<file path="src/rtl/alu_op_issue.sv">
// ALU operand/control issue and result collect stage.
// Decodes ALUOp/funct into the 4-bit ALU control code, registers the op into
// an EX stage that drives the combinational ALU, then captures the ALU result
// into a WB stage presented downstream. Two stages, full valid/ready backpressure.
module alu_op_issue #(
  parameter int DATA_W = 32
) (
  input  logic              clk_i,
  input  logic              rst_i,
  input  logic              in_valid_i,
  output logic              in_ready_o,
  input  logic [2:0]        aluop_i,
  input  logic [5:0]        funct_i,
  input  logic [DATA_W-1:0] src1_i,
  input  logic [DATA_W-1:0] src2_i,
  output logic [3:0]        alu_ctrl_o,
  output logic [DATA_W-1:0] alu_src1_o,
  output logic [DATA_W-1:0] alu_src2_o,
  input  logic [DATA_W-1:0] alu_result_i,
  input  logic              alu_zero_i,
  output logic              out_valid_o,
  input  logic              out_ready_i,
  output logic [DATA_W-1:0] result_o,
  output logic              zero_o,
  output logic              illegal_o
);

  localparam logic [3:0] CTRL_AND = 4'b0000;
  localparam logic [3:0] CTRL_OR  = 4'b0001;
  localparam logic [3:0] CTRL_ADD = 4'b0010;
  localparam logic [3:0] CTRL_SUB = 4'b0110;
  localparam logic [3:0] CTRL_SLT = 4'b0111;
  localparam logic [3:0] CTRL_BAD = 4'b1111;

  logic       ex_valid;
  logic       ex_illegal;
  logic       wb_valid;
  logic       wb_adv;
  logic       xfer_in;
  logic [3:0] dec_ctrl;
  logic       dec_illegal;

  // Handshake: WB can move when empty or being drained; EX can take a new op
  // when empty or when its current op moves into WB.
  assign wb_adv      = ~wb_valid | out_ready_i;
  assign in_ready_o  = ~ex_valid | wb_adv;
  assign xfer_in     = in_valid_i & in_ready_o;
  assign out_valid_o = wb_valid;

  // Decode ALUOp/funct into the ALU control code; anything undefined is illegal.
  always_comb begin
    dec_ctrl    = CTRL_BAD;
    dec_illegal = 1'b1;
    case (aluop_i)
      3'b000: begin dec_ctrl = CTRL_ADD; dec_illegal = 1'b0; end
      3'b001: begin dec_ctrl = CTRL_SUB; dec_illegal = 1'b0; end
      3'b011: begin dec_ctrl = CTRL_OR;  dec_illegal = 1'b0; end
      3'b100: begin dec_ctrl = CTRL_SLT; dec_illegal = 1'b0; end
      3'b010: begin
        case (funct_i)
          6'b100000: begin dec_ctrl = CTRL_ADD; dec_illegal = 1'b0; end
          6'b100010: begin dec_ctrl = CTRL_SUB; dec_illegal = 1'b0; end
          6'b100100: begin dec_ctrl = CTRL_AND; dec_illegal = 1'b0; end
          6'b100101: begin dec_ctrl = CTRL_OR;  dec_illegal = 1'b0; end
          6'b101010: begin dec_ctrl = CTRL_SLT; dec_illegal = 1'b0; end
          default: begin
            dec_ctrl    = CTRL_BAD;
            dec_illegal = 1'b1;
          end
        endcase
      end
      default: begin
        dec_ctrl    = CTRL_BAD;
        dec_illegal = 1'b1;
      end
    endcase
  end

  // EX stage: capture a new op on transfer in; operands hold when the stage empties.
  always_ff @(posedge clk_i or negedge rst_i) begin
    if (!rst_i) begin
      ex_valid   <= 1'b0;
      ex_illegal <= 1'b0;
      alu_ctrl_o <= 4'b0000;
      alu_src1_o <= '0;
      alu_src2_o <= '0;
    end else if (xfer_in) begin
      ex_valid   <= 1'b1;
      ex_illegal <= dec_illegal;
      alu_ctrl_o <= dec_ctrl;
      alu_src1_o <= src1_i;
      alu_src2_o <= src2_i;
    end else if (wb_adv) begin
      ex_valid <= 1'b0;
    end
  end

  // WB stage: capture the ALU output when EX advances; illegal ops report 0 / zero.
  always_ff @(posedge clk_i or negedge rst_i) begin
    if (!rst_i) begin
      wb_valid  <= 1'b0;
      result_o  <= '0;
      zero_o    <= 1'b0;
      illegal_o <= 1'b0;
    end else if (wb_adv) begin
      wb_valid <= ex_valid;
      if (ex_valid) begin
        illegal_o <= ex_illegal;
        if (ex_illegal) begin
          result_o <= '0;
          zero_o   <= 1'b1;
        end else begin
          result_o <= alu_result_i;
          zero_o   <= alu_zero_i;
        end
      end
    end
  end

endmodule

</file>
<file path="config.mk">
export PLATFORM = sky130hd
export DESIGN_NAME = alu_op_issue
export DESIGN_NICKNAME = d
export VERILOG_FILES = /design/src/rtl/alu_op_issue.sv
export SDC_FILE = /design/constraint.sdc
export NUM_CORES = 1
export LEC_CHECK = 0
export ABC_AREA = 1
export ABC_CLOCK_PERIOD_IN_PS = 3000
export CAP_MARGIN = 20
export CORE_ASPECT_RATIO = 1.25
export CORE_MARGIN = 4
export CORE_UTILIZATION = 42
export CTS_CLUSTER_DIAMETER = 40
export DETAILED_ROUTE_END_ITERATION = 8
export GPL_TIMING_DRIVEN = 0
export PLACE_DENSITY = 0.91
export REMOVE_ABC_BUFFERS = 1
export SYNTH_ARGS = -nofsm -noshare
export SYNTH_HDL_FRONTEND = slang
export SYNTH_SLANG_ARGS = --single-unit
</file>
<file path="constraint.sdc">
create_clock -name clk_i -period 3 [get_ports clk_i]
set_input_delay 0.6 -clock clk_i [delete_from_list [all_inputs] [get_ports clk_i]]
set_output_delay 0.6 -clock clk_i [all_outputs]
set_load 0.01 [all_outputs]
</file>
Yosys cells after proc, flatten, opt, wreduce, memory -nomap -nowiden
Cells that the tools add are included.
{ "op_classes": {"eq_ne": 9, "n_mux": 8, "bitwise_logic": 5, "n_reduce_logical": 5} }
{ "ops": {"columns": ["op", "count"], "rows": [
  ["$pmux W4 S5", 2],
  ["$mux W32", 1],
  ["$eq A6 B6 Y1 const B", 5],
  ["$eq A3 B2 Y1 const B", 2],
  ["$reduce_or A5 Y1", 1],
  ["$mux W1", 4],
  ["$reduce_or A4 Y1", 1],
  ["$eq A3 B1 Y1 const B", 1],
  ["$eq A3 B3 Y1 const B", 1],
  ["$logic_not A3 Y1", 1],
  ["$not A1 Y1", 2],
  ["$or A1 B1 Y1", 2],
  ["$pmux W1 S2", 1],
  ["$reduce_and A2 Y1", 1],
  ["$reduce_bool A2 Y1", 1],
  ["$and A1 B1 Y1", 1]
]} }
{ "word_totals": {"register_bits": 105, "in_bits": 110, "elab_cells": 36} }

Depth between registers and ports, before layout
{ "depth": {"word_depth": 5, "mapped_depth": 8} }

Worst setup path after synthesis
Ideal clock, no wire load.
{ "synth_path": {"path_kind": "input port to flip-flop", "start": "input out_ready_i", "end": "register alu_src1_o[0]", "setup_ps": 116, "arrival_ps": 1290, "setup_slack_ps": 1594, "stages": 8, "cell_sequence": "inv_1 -> nand3_2 -> nand2_2 -> inv_2 -> buf_6 -> buf_6 -> nand2_1 -> nand2_1"} }
{ "synth_via": {"elab_chain_cells": 3} }
{ "synth_rtl": {"columns": ["element", "line_no", "source"], "rows": [
  ["start: declaration", "22", "input logic out_ready_i,"],
  ["$or A1 B1 Y1", "45", "assign wb_adv = ~wb_valid | out_ready_i;"],
  ["$or A1 B1 Y1", "46", "assign in_ready_o = ~ex_valid | wb_adv;"],
  ["named net in_ready_o", "11", "output logic in_ready_o,"],
  ["$and A1 B1 Y1", "47", "assign xfer_in = in_valid_i & in_ready_o;"],
  ["end signal: assignment", "91", "alu_src1_o <= src1_i;"],
  ["end: declaration", "17", "output logic [DATA_W-1:0] alu_src1_o,"]
]} }
The timed path passes the listed nets, and every way through them passes these cells.
A chain may end at the register's enable or synchronous reset.

Final worst setup path
{ "layout_path": {"start": "input out_ready_i", "end": "register result_o[6]"} }
{ "layout_via": {"elab_chain_cells": 2} }
{ "layout_rtl": {"columns": ["element", "line_no", "source"], "rows": [
  ["$or A1 B1 Y1", "45", null],
  ["$reduce_and A2 Y1 (no source line)", null, null],
  ["end signal: assignment", "113", "result_o <= alu_result_i;"],
  ["end: declaration", "23", "output logic [DATA_W-1:0] result_o,"]
]} }
No other way between the ends.

==> results.yml <==
run_status:
  status: "finished, final reports clean"
grt:
  grt_overflow: 0
  grt_max_degree: 70
  grt_pass1_wl_mm: 18.3
  grt_pass1_vias: 3744
  antenna_found_initial: 0
  grt_usage_pct: 20.7
cells_and_area:
  area_growth_pct: 62.3
  final_util_pct: 70.7
  final_layout_size_suffix_gt1_share_pct: 3.88
  nNetsFinal: 724
  layout_common_cells: "212 x clkdlybuf4s50_1, 207 x nand2_1, 105 x dfrtp_1, 32 x a22o_1, 17 x nor2_1"
  antenna_cells: 0
  final_common_cell: "clkdlybuf4s50_1"
  fillers: 624
timing:
  finalCritPeriodShare_pct: 80.6
  fin_tns_setup_ns: 0
  hold_violations: 0
  fin_crit_ns: 2.42
  tightest_slew_ns: 0.767
  max_freq_mhz: 414
  whs_ns: 0.335
  finalMaxSlewViolations: 0
  skew_ns: 0.00531
  setup_viol_count_final: 0
  relSlewSlack_pct: 48.8
  rsz0062_at_grt: "no"
clocking:
  cts-root-buf: "clkbuf_16"
  cts_made_buffers: 9
  cts_hold_buf: 0
  cts_resized: 0
  cts_tree: "built"
  clock_latency_ns: 0.33
  cts_htree_levels: 3
  ctsLongestPathBuffers: 2
  clk_pin_slew_ns: 0.06
  cts_sinks: 105
  post-cts-setup-buffers: 0
placement:
  portBuffers: 213
  hpwl_mm: 8.42
  routabilityCongestion: 0.780
worst_setup_path:
  r2r_start: "out_valid_o"
  crit_path_end_kind: "register"
  slowest_stage: "nor2_4"
  reg2reg_setup_slack_ns: 0.94
  crit_type: "input pin to register"
  cp_max_fo: 36
  cpPeakStageDelay_ns: 0.77
  startpoint_type: "input pin"
  arrival_ns: 2.68
  reg2reg_depth: 4
  path_cells: "clkdlybuf4s50_1 -> inv_1 -> nand2_1 -> nand2_2 -> nor2_4 -> a22o_1"
  required_ns: 3.26
  rr_endpoint: "result_o[6]"
synth:
  synth_compound_area_share_pct: 8.19
  ys_types: 21
  synthMuxAreaShare_pct: 0
  ys_warn_count: 0
  netlist_area_mm2: 0.00402
  synth_fa_ha_area_share_pct: 0
  synthXorXnorAreaFrac_pct: 0
  ys_seq_area_share_pct: 65.4
  synth_top_family_by_area: "simple AND/OR/NAND/NOR gates"
  synth-simple-area-share_pct: 22.4
  avgSynthCellArea_um2: 9.87
  ys_seq_elements: 105
  postSynthCellCount: 407
floorplan:
  dieArea_mm2: 0.0112
  num_rows: 39
  die_w_um: 95.5
  io-pin-count: 214
  initial_core_util_pct: 43.6
  core_mm2: 0.00922
  die_y_um: 117
power:
  power.density_mw_per_mm2: 638
  irDropWorstVdd_mv: 0.408
  total_leakage_power_nw: 3.12
hold_path:
  worstHoldPathType: "input pin to asynchronous set/reset pin"
route:
  drt-total-wl_mm: 11.4
  viasPerCell: 4.79
  drc_errors: 0
  top_layer: "met4"
  wl_met2_mm: 5.50
  routedWlPerCell_um: 15.4
  firstDrtPassIters: 6
  drt-initial-drc-count: 110
  num_vias: 3546
  ant_nets: 0
  drt-met1-wl_mm: 4.46
  wl_met3_mm: 1.16
flow_run:
  cap_viol_max_count: 0
[Yosys cell counts, drive strengths merged]
library cell	n	area, um2
o21ai	2	10.0
nand3	6	35.0
nand2	209	790
o21a	1	7.51
a21oi	2	10.0
clkbuf	1	3.75
o21bai	1	7.51
inv	9	33.8
a31oi	1	6.26
o211ai	1	7.51
nor2	18	75.1
buf	19	125
a22o	32	280
dfrtp	105	2630
[worst max-delay path, delay by kind of cell]
family	cells	cell delay (ns)
AND/OR/NAND/NOR	3	1.29
buffers and inverters	2	0.52
AO/OA/AOI/OAI	1	0.24
[flip-flops by register name, indices dropped and copies added, names as in the netlist]
| signal | flops |
|---|---|
| ex_illegal | 1 |
| ex_valid | 1 |
| alu_src2_o | 32 |
| out_valid_o | 1 |
| zero_o | 1 |
| illegal_o | 1 |
| alu_src1_o | 32 |
| result_o | 32 |
| alu_ctrl_o | 4 |
[area by class of cell]
cell class | count | area [um2] | share of cell area, %
clock buffer | 12 | 267 | 4.09
clock inverter | 3 | 15.0 | 0.230
inverter | 9 | 33.8 | 0.518
multi-input combinational | 273 | 1230 | 18.8
sequential | 105 | 2630 | 40.3
tap | 123 | 154 | 2.36
timing repair buffer | 216 | 2200 | 33.7
[metal layers]
| metal | GRT usage [%] | up-vias |
|---|---|---|
| li1 | - | 1700 |
| met1 | 25.1 | 1651 |
| met2 | 33.5 | 166 |
| met3 | 7.75 | 29 |
| met4 | 7.21 | 0 |
| met5 | 0 | - |
[report_power, final]
part           switching, mW  internal, mW  total, mW
Sequential             0.147          1.67       1.82
Combinational          0.524         0.715       1.24
Clock                  0.476         0.622       1.10
[how the worst max path moves through the flow]
| stage | slack [ns] | cells after the start | to | start |
|---|---|---|---|---|
| global placement | -2.42 | 1 | alu_src1_o[2] | rst_i |
| global route | 0.39 | 6 | result_o[29] | out_ready_i |
| finish | 0.58 | 6 | result_o[6] | out_ready_i |
| floorplan | 0.62 | 6 | alu_ctrl_o[3] | out_ready_i |
| detailed placement | 0.12 | 7 | ex_illegal | out_ready_i |
| CTS | 0.47 | 7 | ex_illegal | out_ready_i |
[per-stage QoR]
step | total power, mW | std cells | setup slack (ns) | cell area, um2
global route | 4.39 | 741 | 0.388 | 6520
detailed placement | 3.09 | 725 | 0.123 | 6220
floorplan | 2.26 | 387 | 0.621 | 3890
global placement | 3.04 | 723 | -2.42 | 6180
CTS | 4.20 | 740 | 0.468 | 6500
finish | 4.16 | 741 | 0.583 | 6520
[kinds of logic (layout without fill, tap and decap cells)]
kind of cell,after synthesis,after routing
DFF,105,105
and+or+nand+nor,233,233
buffers and inverters,29,240
AOI/OAI and AO/OA,40,40
Note: power is estimated with default switching activity, not from simulation.
